### src/rtl/lsu_mem_port.sv
// lsu_mem_port: load/store initiator between the RISC-V datapath and a
// byte-masked data memory with synchronous (registered) read.
//
// Accepts one lb/lh/lw/lbu/lhu/sb/sh/sw request at a time.
// Request side:  req_valid/req_ready handshake, req_we, req_funct3,
//                req_addr, req_wdata.
// Response side: resp_valid (one-cycle pulse), resp_rdata (extended load
//                data, 0 for stores and errors), resp_err (misaligned
//                access or illegal funct3).
// Memory side:   mem_a (word address), mem_wd (lane-replicated store
//                data), mem_we, mem_wm (byte mask), mem_rd (read word,
//                valid the cycle after mem_a is presented).
// clk is the only clock; reset is synchronous and active-high.
module lsu_mem_port #(
  parameter int XLEN = 32
) (
  input  logic            clk,
  input  logic            reset,
  input  logic            req_valid,
  output logic            req_ready,
  input  logic            req_we,
  input  logic [2:0]      req_funct3,
  input  logic [XLEN-1:0] req_addr,
  input  logic [XLEN-1:0] req_wdata,
  output logic            resp_valid,
  output logic [XLEN-1:0] resp_rdata,
  output logic            resp_err,
  output logic [XLEN-1:0] mem_a,
  output logic [XLEN-1:0] mem_wd,
  output logic            mem_we,
  output logic [3:0]      mem_wm,
  input  logic [XLEN-1:0] mem_rd
);

  typedef enum logic [1:0] {IDLE, ISSUE, WAIT, RESP} state_t;

  state_t          state_reg, state_next;
  logic            we_reg;
  logic [2:0]      funct3_reg;
  logic [XLEN-1:0] addr_reg;
  logic [XLEN-1:0] wdata_reg;
  logic [XLEN-1:0] rdata_reg;
  logic            err_reg;
  logic            accept;
  logic            illegal;
  logic [7:0]      load_byte;
  logic [15:0]     load_half;
  logic [XLEN-1:0] load_val;

  assign accept = req_valid && req_ready;

  // Legality of the incoming request; unsigned loads have no store form.
  always_comb begin
    illegal = 1'b0;
    case (req_funct3)
      3'b000:  illegal = 1'b0;
      3'b001:  illegal = req_addr[0];
      3'b010:  illegal = |req_addr[1:0];
      3'b100:  illegal = req_we;
      3'b101:  illegal = req_we | req_addr[0];
      default: illegal = 1'b1;
    endcase
  end

  // State register.
  always_ff @(posedge clk) begin
    if (reset) state_reg <= IDLE;
    else       state_reg <= state_next;
  end

  // Next-state logic.
  always_comb begin
    state_next = state_reg;
    case (state_reg)
      IDLE:    if (accept) state_next = illegal ? RESP : ISSUE;
      ISSUE:   state_next = we_reg ? RESP : WAIT;
      WAIT:    state_next = RESP;
      RESP:    state_next = IDLE;
      default: state_next = IDLE;
    endcase
  end

  // Outputs decoded from state. The write strobe is also gated by reset so
  // a reset landing in ISSUE never reaches the memory.
  always_comb begin
    req_ready  = (state_reg == IDLE) && !reset;
    resp_valid = (state_reg == RESP);
    resp_err   = (state_reg == RESP) && err_reg;
    mem_we     = 1'b0;
    mem_wm     = 4'b0000;
    if (state_reg == ISSUE && we_reg && !reset) begin
      mem_we = 1'b1;
      case (funct3_reg)
        3'b000:  mem_wm = 4'b0001 << addr_reg[1:0];
        3'b001:  mem_wm = addr_reg[1] ? 4'b1100 : 4'b0011;
        default: mem_wm = 4'b1111;
      endcase
    end
  end

  // Address and replicated write data follow the latched request, so they
  // hold steady between transactions.
  assign mem_a = {addr_reg[XLEN-1:2], 2'b00};

  always_comb begin
    case (funct3_reg)
      3'b000:  mem_wd = {4{wdata_reg[7:0]}};
      3'b001:  mem_wd = {2{wdata_reg[15:0]}};
      default: mem_wd = wdata_reg;
    endcase
  end

  // Load extraction from the registered memory word.
  assign load_byte = mem_rd[{addr_reg[1:0], 3'b000} +: 8];
  assign load_half = addr_reg[1] ? mem_rd[31:16] : mem_rd[15:0];

  always_comb begin
    case (funct3_reg)
      3'b000:  load_val = {{24{load_byte[7]}}, load_byte};
      3'b001:  load_val = {{16{load_half[15]}}, load_half};
      3'b100:  load_val = {24'h0, load_byte};
      3'b101:  load_val = {16'h0, load_half};
      default: load_val = mem_rd;
    endcase
  end

  // Request latch and response data. rdata is cleared on acceptance so
  // stores and errors report 0.
  always_ff @(posedge clk) begin
    if (reset) begin
      we_reg     <= 1'b0;
      funct3_reg <= 3'b000;
      addr_reg   <= '0;
      wdata_reg  <= '0;
      rdata_reg  <= '0;
      err_reg    <= 1'b0;
    end else begin
      if (accept) begin
        we_reg     <= req_we;
        funct3_reg <= req_funct3;
        addr_reg   <= req_addr;
        wdata_reg  <= req_wdata;
        rdata_reg  <= '0;
        err_reg    <= illegal;
      end
      if (state_reg == WAIT) rdata_reg <= load_val;
    end
  end

  assign resp_rdata = rdata_reg;

endmodule
### config.mk
export PLATFORM = sky130hd
export DESIGN_NAME = lsu_mem_port
export DESIGN_NICKNAME = d
export VERILOG_FILES = /design/src/rtl/lsu_mem_port.sv
export SDC_FILE = /design/constraint.sdc
export NUM_CORES = 1
export LEC_CHECK = 0
export BUFFER_PORTS_ARGS = -buffer_cell sky130_fd_sc_hd__buf_2
export CORE_ASPECT_RATIO = 0.6
export CORE_MARGIN = 5
export CORE_UTILIZATION = 52
export DETAILED_ROUTE_END_ITERATION = 8
export PLACE_DENSITY = 0.95
export SYNTH_ARGS = -nofsm -noshare
export SYNTH_HDL_FRONTEND = slang
export SYNTH_SLANG_ARGS = --single-unit
### constraint.sdc
create_clock -name clk -period 2.51 [get_ports clk]
set_input_delay 0.3765 -clock clk [delete_from_list [all_inputs] [get_ports clk]]
set_output_delay 0.3765 -clock clk [all_outputs]
set_load 0.02 [all_outputs]
==> metrics.txt <==
status=complete, no violations; post-place instance area=approximately 5700 um^2; Largest stage delay, worst path=0.41 ns; gr ovfl total=0; Async SR Flop Fraction=0%; fin crit period=around 2.3 ns; mapped cell area=~4900 um^2; initial DRC count=399; Initial DRT Pass Iterations=5; first-pass GRT wire length=approximately 22000 um; crit path DAT=~1.9 ns; number of buffers created by CTS=9; Area growth syn-to-layout=22.1%; Final nets=830; final setup TNS=0 ns; maximum clock insertion buffer count=2; Post-Layout Cell Count=858; ratio of cells with drive above 1 in the final layout=34.8%; core area=roughly 9000 um^2; PwrDens=~1000 nW/um^2; WP buf/inv=2; initial antenna violation count=1; CP Launch Type=register; Hold WS=0.221 ns; total setup buffers inserted after CTS=0; HP Class=input pin to register; r2r setup slk=around 0.57 ns; Final Setup Violations=0; DRT antenna net count=0; starting density of the core=around 54%; Hold Path Depth=3; Inst Count DP=approximately 840; worst rel slew slack=between 60% and 70%; Fin. Hold Viols=0; H-tree Lvls=3; Leak=approximately 2.8 nW; WHS Endpoint=wdata_reg[2]; Crit Path Category=register to output pin; Die X=around 140 um; Total GRT Usage=23.2%; most frequent cells in the layout=204 x buf_2, 103 x dfxtp_1, 88 x o21ai_0; Ys Warns=0; vias in the first global route=roughly 4.2k; required time of the critical path=approximately 2.1 ns; clk slew on worst S/H paths=0.07 ns; clk_lat worst skew=~0.34 ns; MaxCap Viol Count=0; die area=11600 um^2; fin. max-slew vios=0; Slew @ Worst Pin=between 0.5 and 0.6 ns; GPL Wtd Cong=just under 1; Critical Path End Type=output pin; FF+latch count, synth=103; delay-heaviest family, CP=buffers and inverters; ys flop type=dfxtp_1; Seq/Total Area, Yosys=about two fifths; Clock Skew=between 0.005 and 0.006 ns; slowest CP cell=dfxtp_1; worst vdd ir=~0.59 mV; die height=~86 um; RSZ-0062 raised after global routing=no; DR vias=~4.5k; CP Launch Point=funct3_reg[1]; average wire per standard cell=around 16 um; DRT Wirelength=14000 um; Crit Reg-Reg Endpoint=resp_rdata[1]; FF-to-FF Start=state_reg[0]; standard-cell rows=27; CTS tree=yes; commonest non-fill, non-tap cell in the layout=buf_2; fmax=0.437 GHz; largest net degree at the start of global routing=50; Gate Count Post-Synth=just under 600; final critical-path share of the clock period=approximately nine tenths; DP HPWL=between 10000 and 15000 um; CP Cell Sequence=nor2_2 -> buf_4 -> mux2_2 -> buf_2; port bufs=roughly 200; root buffer cell=clkbuf_16; number of flops mapped to enable cells by yosys=0; PostCTS Resize Cnt=0; Cell variety after synth=40; Reg2Reg Depth=6; CTS hold repair buffers=0; drc violations=0; I/O Pins=just over 200; Final Instance Area=6040 um^2; clk sink count=103; vias per cell=approximately 5.3; Mean Syn Cell Area=around 8.5 um^2; hold path start=req_wdata[2]; worst-path fanout max=24
## metal layers
layer	GRT usage [%]	wire length (um)
met2	34.2	5940
met1	32.9	6310
met5	0	0
met4	5.22	163
met3	7.80	1540
## layout make-up
class	instances	area (um^2)
Tap cell	130	163
Clock buffer	10	239
Timing Repair Buffer	213	1110
Inverter	6	22.5
Multi-Input combinational cell	389	2360
Clock inverter	6	75.1
Fill cell	783	3190
Sequential cell	103	2060
Antenna cell	1	2.50
## worst max-delay path by stage
stage | to | slack (ns) | cells after the start
final | mem_wd[22] | 0.22 | 4
after global routing | mem_wm[1] | 0.15 | 5
after CTS | mem_wd[9] | 0.22 | 3
after detailed placement | mem_wd[9] | 0.61 | 3
after global placement | mem_wd[22] | 0.63 | 4
after floorplan | funct3_reg[0] | 0.69 | 9
## through the flow
stage	utilization, %	worst slack (ns)	total power, W
floorplan	-	0.687	0.00403
global placement	62.0	0.625	0.00459
detailed placement	62.0	0.607	0.00464
CTS	65.4	0.217	0.00610
global route	65.5	0.146	0.00642
finish	65.5	0.222	0.00606
## Yosys cell counts, types with 13 or more instances
master | instances | area (um^2)
a21oi_1 | 13 | 65.1
a221o_1 | 16 | 160
buf_2 | 14 | 70.1
buf_4 | 43 | 323
clkbuf_1 | 22 | 82.6
dfxtp_1 | 103 | 2060
mux2_2 | 16 | 180
mux2i_1 | 16 | 160
nand2_1 | 81 | 304
nand2b_1 | 72 | 450
nor2_1 | 22 | 82.6
o21ai_0 | 88 | 440
## power breakdown
| group | internal, W | leakage [nW] | switching (W) |
|---|---|---|---|
| sequential | 0.00202 | 0.843 | 0.000284 |
| clock | 0.000816 | 0.152 | 0.000626 |
| combinational | 0.000854 | 1.80 | 0.00146 |
| total | 0.00369 | 2.79 | 0.00237 |
## cells by family (layout without fill, tap and decap cells)
| logic type | Yosys count | in the layout | share of synthesized area, % |
|---|---|---|---|
| and+or+nand+nor | 187 | 187 | 18.8 |
| AOI/OAI and AO/OA | 162 | 162 | 20.0 |
| DFF | 103 | 103 | 41.7 |
| buffers and inverters | 88 | 235 | 10.8 |
| muxes | 33 | 33 | 7.34 |
| adders and majority gates | 5 | 5 | 1.27 |
| other | 1 | 3 | 0.0758 |
## tightest hold or removal path: cells and delay by family
family	cells	cell delay [ns]
buf+inv	1	0.07
compound gates	1	0.05
simple gates	1	0.03
No activity file was read; power rests on OpenSTA's default activity.
